### config.mk
export PLATFORM = sky130hd
export DESIGN_NAME = ibex_multdiv_iter
export DESIGN_NICKNAME = d
export VERILOG_FILES = /design/src/rtl/ibex_multdiv_iter.sv
export SDC_FILE = /design/constraint.sdc
export NUM_CORES = 1
export LEC_CHECK = 0
export ABC_AREA = 1
export CAP_MARGIN = 20
export CORE_MARGIN = 8
export CORE_UTILIZATION = 30
export DETAILED_ROUTE_END_ITERATION = 8
export HOLD_SLACK_MARGIN = 0.12
export PLACE_DENSITY = 0.59
export SLEW_MARGIN = 20
export SYNTH_ARGS = -nofsm -noshare
export SYNTH_HDL_FRONTEND = slang
export SYNTH_SLANG_ARGS = --single-unit
### constraint.sdc
create_clock -name clk_i -period 2.45 [get_ports clk_i]
set_input_delay 0.49 -clock clk_i [delete_from_list [all_inputs] [get_ports clk_i]]
set_output_delay 0.49 -clock clk_i [all_outputs]
set_load 0.02 [all_outputs]
### src/rtl/ibex_multdiv_iter.sv
// Iterative 32-bit multiplier/divider that borrows the shared ALU adder.
// Multiply is shift-add over 32 cycles; divide is restoring over 32 cycles.
module ibex_multdiv_iter (
  input  logic        clk_i,
  input  logic        rst_i,
  input  logic        mult_en_i,
  input  logic        div_en_i,
  input  logic [1:0]  operator_i,
  input  logic [1:0]  signed_mode_i,
  input  logic [31:0] op_a_i,
  input  logic [31:0] op_b_i,
  input  logic [33:0] alu_adder_ext_i,
  output logic [32:0] alu_operand_a_o,
  output logic [32:0] alu_operand_b_o,
  output logic        multdiv_en_o,
  output logic [31:0] multdiv_result_o,
  output logic        valid_o
);

  typedef enum logic [2:0] {IDLE, ABS, ITER, SIGN_FIX, FINISH} state_e;
  typedef enum logic [1:0] {OP_MUL, OP_MULH, OP_DIV, OP_REM} md_op_e;

  state_e      state_q, state_d;
  md_op_e      op_q, op_d;
  logic [4:0]  cnt_q, cnt_d;
  logic [31:0] op_a_q, op_a_d, op_b_q, op_b_d;
  logic [31:0] acc_q, acc_d, lo_q, lo_d;
  logic [31:0] result_q, result_d;
  logic        is_mult_q, is_mult_d;
  logic        sign_a_q, sign_a_d, sign_b_q, sign_b_d;

  logic [32:0] sum, a_ext, b_ext, acc_ext, rem_sh, prod, diff;
  logic [31:0] fix_val;
  logic        carry, a_neg, b_neg, op_hi, active_en, mul_sub, ge, fix_neg;

  assign sum       = alu_adder_ext_i[32:0];
  assign carry     = alu_adder_ext_i[33];
  assign a_ext     = {sign_a_q & op_a_q[31], op_a_q};
  assign b_ext     = {sign_b_q & op_b_q[31], op_b_q};
  assign a_neg     = a_ext[32];
  assign b_neg     = b_ext[32];
  assign op_hi     = (op_q == OP_MULH) || (op_q == OP_REM);
  assign active_en = is_mult_q ? mult_en_i : div_en_i;
  assign acc_ext   = {sign_a_q & acc_q[31], acc_q};
  assign rem_sh    = {acc_q, lo_q[31]};

  // The adder only adds; x - y is formed as ~(~x + y) so no carry-in is needed.
  assign mul_sub   = sign_b_q && (cnt_q == 5'd0) && lo_q[0];
  assign prod      = mul_sub ? ~sum : sum;
  // A negative divisor is added rather than subtracted, which yields r - |B| directly.
  assign ge        = b_neg ? carry : ~carry;
  assign diff      = b_neg ? sum : ~sum;
  assign fix_val   = op_hi ? acc_q : lo_q;
  assign fix_neg   = op_hi ? a_neg : (a_neg ^ b_neg);

  always_comb begin
    // NOTE: every signal written here gets a default first so no latch is inferred.
    state_d         = state_q;
    op_d            = op_q;
    cnt_d           = cnt_q;
    op_a_d          = op_a_q;
    op_b_d          = op_b_q;
    acc_d           = acc_q;
    lo_d            = lo_q;
    result_d        = result_q;
    is_mult_d       = is_mult_q;
    sign_a_d        = sign_a_q;
    sign_b_d        = sign_b_q;
    alu_operand_a_o = '0;
    alu_operand_b_o = '0;
    multdiv_en_o    = 1'b0;
    valid_o         = 1'b0;

    unique case (state_q)
      IDLE: begin
        if (mult_en_i || div_en_i) begin
          is_mult_d = mult_en_i;
          op_d      = md_op_e'(operator_i);
          sign_a_d  = signed_mode_i[0];
          sign_b_d  = signed_mode_i[1];
          op_a_d    = op_a_i;
          op_b_d    = op_b_i;
          acc_d     = '0;
          lo_d      = mult_en_i ? op_b_i : op_a_i;
          cnt_d     = 5'd31;
          if (mult_en_i) begin
            state_d = ITER;
          end else if (op_b_i == '0) begin
            state_d  = FINISH;
            result_d = (md_op_e'(operator_i) == OP_REM) ? op_a_i : 32'hFFFF_FFFF;
          end else begin
            state_d = ABS;
          end
        end
      end
      ABS: begin
        multdiv_en_o    = 1'b1;
        alu_operand_a_o = 33'h1_FFFF_FFFF;
        alu_operand_b_o = {1'b0, lo_q};
        if (a_neg) lo_d = ~sum[31:0];
        cnt_d   = 5'd31;
        state_d = ITER;
      end
      ITER: begin
        multdiv_en_o = 1'b1;
        cnt_d        = cnt_q - 5'd1;
        if (is_mult_q) begin
          alu_operand_a_o = mul_sub ? ~acc_ext : acc_ext;
          alu_operand_b_o = lo_q[0] ? a_ext : 33'd0;
          acc_d           = prod[32:1];
          lo_d            = {prod[0], lo_q[31:1]};
        end else begin
          alu_operand_a_o = b_neg ? rem_sh : ~rem_sh;
          alu_operand_b_o = b_ext;
          acc_d           = ge ? diff[31:0] : rem_sh[31:0];
          lo_d            = {lo_q[30:0], ge};
        end
        if (cnt_q == 5'd0) begin
          state_d = is_mult_q ? FINISH : SIGN_FIX;
          if (is_mult_q) result_d = op_hi ? prod[32:1] : {prod[0], lo_q[31:1]};
        end
      end
      SIGN_FIX: begin
        multdiv_en_o    = 1'b1;
        alu_operand_a_o = 33'h1_FFFF_FFFF;
        alu_operand_b_o = {1'b0, fix_val};
        result_d        = fix_neg ? ~sum[31:0] : fix_val;
        state_d         = FINISH;
      end
      FINISH: begin
        valid_o = 1'b1;
        state_d = IDLE;
      end
      default: state_d = IDLE;
    endcase

    // Dropping the request abandons the operation and keeps the last result.
    if ((state_q inside {ABS, ITER, SIGN_FIX}) && !active_en) begin
      state_d  = IDLE;
      result_d = result_q;
    end
  end

  always_ff @(posedge clk_i) begin
    if (rst_i) begin
      state_q   <= IDLE;
      op_q      <= OP_MUL;
      cnt_q     <= 5'd31;
      op_a_q    <= '0;
      op_b_q    <= '0;
      acc_q     <= '0;
      lo_q      <= '0;
      result_q  <= '0;
      is_mult_q <= 1'b0;
      sign_a_q  <= 1'b0;
      sign_b_q  <= 1'b0;
    end else begin
      state_q   <= state_d;
      op_q      <= op_d;
      cnt_q     <= cnt_d;
      op_a_q    <= op_a_d;
      op_b_q    <= op_b_d;
      acc_q     <= acc_d;
      lo_q      <= lo_d;
      result_q  <= result_d;
      is_mult_q <= is_mult_d;
      sign_a_q  <= sign_a_d;
      sign_b_q  <= sign_b_d;
    end
  end

  assign multdiv_result_o = result_q;

endmodule

==> results.sh <==
export IMPL_outcome="finished, violations left"
export IMPL_violations="negative setup slack"
export IMPL_die_w_um=216
export IMPL_synth_top_family_by_area="compound AO/OA/AOI/OAI gates"
export IMPL_reg2reg_to="lo_q[26]$_SDFFE_PP0P_"
export IMPL_hold_viol=0
export IMPL_crit_family="buffers and inverters"
export IMPL_powerDensity_nw_per_um2=1170
export IMPL_cts_max_level=4
export IMPL_critPathLaunchType="flip-flop"
export IMPL_syn_area_um2=12000
export IMPL_finalCritPeriodShare_pct=104
export IMPL_synth_ff_type="dfxtp_1"
export IMPL_grt_busiest_layer="met2"
export IMPL_wl_mm=52.8
export IMPL_drt_initial_drc_count=1386
export IMPL_fin_util_pct=42.3
export IMPL_synthArstFlopShare_pct=0
export IMPL_criticalPathCategory="flip-flop to primary output"
export IMPL_cts_tree="done"
export IMPL_cp_startpoint="cnt_q[0]$_SDFFE_PP1P_"
export IMPL_p_total_mw=19.7
export IMPL_finalMaxSlewViolations=0
export IMPL_grt_total_usage_pct=21.3
export IMPL_cp_common_cell="o21ai_0"
export IMPL_start_util_pct=30.3
export IMPL_min_from="op_b_q[27]$_SDFFE_PP0P_"
export IMPL_setup_viol=55
export IMPL_io_buffers=205
export IMPL_grt_util_met1_pct=28.6
export IMPL_fp_dieH_um=216
export IMPL_rows=73
export IMPL_ioPinCount=206
export IMPL_crit_path_end_kind="primary output"
export IMPL_setup_ws_ps=-107
export IMPL_r2r_cells=12
export IMPL_drc=0
export IMPL_dr_pass1_iters=6
export IMPL_cp_num_buf_inv=4
export IMPL_yosys_register_bits=172
export IMPL_vias=14300
export IMPL_final_layout_size_suffix_gt1_share_pct=16.7
export IMPL_relSlewSlack_pct=54.0
export IMPL_synth_warnings=0
export IMPL_syn_to_final_growth_pct=39.6
export IMPL_synth_xor_area_share_pct=4.80
export IMPL_routedWlPerCell_um=19.6
export IMPL_timing_rr_start="state_q[1]$_SDFFE_PP0P_"
export IMPL_grt_pass1_wl_mm=79.5
export IMPL_cpPeakStageDelay_ps=330
export IMPL_via_per_inst=5.32
export IMPL_hold_buffers=0
export IMPL_synthSimpleGateAreaFrac_pct=22.2
export IMPL_p_leak_nw=7.10
export IMPL_netlist_instances=1936
export IMPL_worst_path_max_fanout=36
export IMPL_fin_nets=2263
export IMPL_synthAdderAreaFrac_pct=0.208
export IMPL_holdPathEnd="op_b_q[27]$_SDFFE_PP0P_"
export IMPL_synth_edff_count=0
export IMPL_overflow=0
export IMPL_worstSkewPairLatency_ps=450
export IMPL_cap_violations=0
export IMPL_coreArea_um2=39700
export IMPL_hold_slack_ps=445
export IMPL_clockRootBuffer="clkbuf_16"
export IMPL_rsz0062_at_grt="yes"
export IMPL_grt_use_met3_pct=4.99
export IMPL_muxShareOfSynthArea_pct=0
export IMPL_fin_skew_ps=14.6
export IMPL_postSynthNetCount=2044
export IMPL_avgSynthCellArea_um2=6.22
export IMPL_dieArea_um2=46800
export IMPL_grtUsageMet2_pct=33.4
export IMPL_ir_drop_mv=0.926
export IMPL_ys_types=35
export IMPL_fmax_mhz=391
export IMPL_grt_max_degree=78
export IMPL_worstPathArrival_ps=2070
export IMPL_place_congestion=0.885
export IMPL_cp_slowest_cell="dfxtp_2"
export IMPL_dp_final_hpwl_mm=38.2
export IMPL_ant_nets=0
export IMPL_crit_chain="inv_2, ha_4, inv_2, nor2_4, nand3_4, buf_12, a21oi_1, o21ai_0, o21ai_0, o21ai_0, buf_4"
export IMPL_grt_pass1_vias=13400
export IMPL_hold_class="flip-flop to flip-flop"
export IMPL_clk_pin_slew_worst_paths_ps=70
export IMPL_synth_compound_area_share_pct=32.9
export IMPL_min_period_ps=2560
export IMPL_rrSetupSlack_ps=150
export IMPL_n_fill_cell=4086
export IMPL_cts_buffers=17
export IMPL_worst_pin_slew_ps=690
export IMPL_hold_path_depth=2
export IMPL_clk_path_buf_depth=2
export IMPL_antenna_found_initial=4
export IMPL_cts_sink_count=172
export IMPL_ys_seq_area_share_pct=28.6
export IMPL_cp_required_ps=1960
[stage by stage]
stage	setup WS, ps	cell area, um^2	std cells	TNS [ps]
finish	-107	16800	2694	-3320
CTS	-124	16100	2686	-2890
global placement	-209	15400	2630	-6190
detailed placement	-234	15400	2630	-7500
floorplan	25.9	12000	1936	0
global route	-256	16800	2694	-10880
[worst min-delay path: stages, from the launching register on]
cell	delay [ps]
dfxtp_1	310
inv_1	50
a21oi_1	50
[power breakdown]
part | switching [mW] | leakage (nW) | internal (mW) | total [mW]
Sequential | 1.25 | 1.42 | 3.89 | 5.14
Clock | 1.28 | 0.282 | 1.42 | 2.70
Combinational | 7.27 | 5.39 | 4.63 | 11.9
[registers in the layout, indices dropped and copies added, names as in the netlist]
| signal | count |
|---|---|
| sign_b_q | 1 |
| op_q | 1 |
| lo_q | 32 |
| acc_q | 32 |
| op_a_q | 32 |
| sign_a_q | 1 |
| state_q | 3 |
| op_b_q | 32 |
| cnt_q | 5 |
| multdiv_result_o | 32 |
| is_mult_q | 1 |
[cell usage after synthesis, types with 2 or more instances]
library cell | instances | share of area (%)
nand2_1 | 293 | 9.1
dfxtp_1 | 172 | 29
buf_2 | 50 | 2.1
nor3_1 | 31 | 1.3
buf_1 | 10 | 0.31
o21ai_1 | 11 | 0.46
o21bai_1 | 24 | 1.5
clkbuf_1 | 95 | 3.0
inv_1 | 173 | 5.4
o211ai_1 | 104 | 6.5
o21ai_0 | 349 | 14
nand3_1 | 77 | 3.2
nand4_1 | 3 | 0.16
nor2_1 | 249 | 7.8
o22ai_1 | 11 | 0.57
nor2_4 | 2 | 0.19
nor2_2 | 3 | 0.16
a211oi_1 | 10 | 0.62
buf_4 | 3 | 0.19
a21oi_1 | 140 | 5.8
inv_2 | 11 | 0.34
o221ai_1 | 8 | 0.58
ha_1 | 2 | 0.21
xor2_1 | 65 | 4.7
nand2_2 | 4 | 0.21
o2111ai_1 | 27 | 2.0
[layout make-up]
cell class                 count  area [um^2]  share of cell area, %
timing repair buffer         358         3520                   21.0
clock inverter                14          138                  0.818
inverter                     185          704                   4.19
tap                          525          657                   3.90
clock buffer                  17          425                   2.53
sequential                   172         3450                   20.5
antenna                        2         5.00                 0.0297
multi-input combinational   1421         7920                   47.1
[timing repair]
item	in CTS	in global routing
setup endpoints to repair	68	79
setup buffers	23	10
gates resized for setup	400	156
pin swaps	7	14
gates cloned	2	1
[placed cells by master (no fill, tap or decap), drive strengths merged, types with 3 or more instances in the layout]
cell / n
clkinv: 8
o22ai: 11
o211ai: 104
nor3: 31
nand3: 78
xor2: 65
inv: 190
o21bai: 24
dfxtp: 172
o2111ai: 27
o221ai: 8
o21ai: 361
nand2: 297
buf: 219
nor2: 254
a211oi: 10
clkbuf: 19
nand4: 3
a21oi: 142
clkdlybuf4s50: 136
[cells by family after synthesis]
family                     after synthesis
and+or+nand+nor                        664
adders and majority gates                2
AOI/OAI and AO/OA                      689
DFF                                    172
xor gates and xnor gates                66
buffers and inverters                  343
[layer usage]
layer  wire length [um]  part of all wire (%)
met4               1470                   2.8
met5                 22                 0.042
met2              23600                    45
met3               4750                   9.0
met1              23000                    43
[worst max-delay path by stage]
| stage | to | depth (start not counted) |
|---|---|---|
| 4_1_cts | alu_operand_a_o[32] | 12 |
| 5_1_grt | alu_operand_a_o[25] | 11 |
| 6_report | alu_operand_a_o[22] | 11 |
| 3_3_place_gp | alu_operand_a_o[32] | 11 |
| 3_5_place_dp | alu_operand_a_o[17] | 10 |
| 2_1_floorplan | alu_operand_a_o[0] | 10 |
Note: power is estimated with default switching activity, not from simulation.
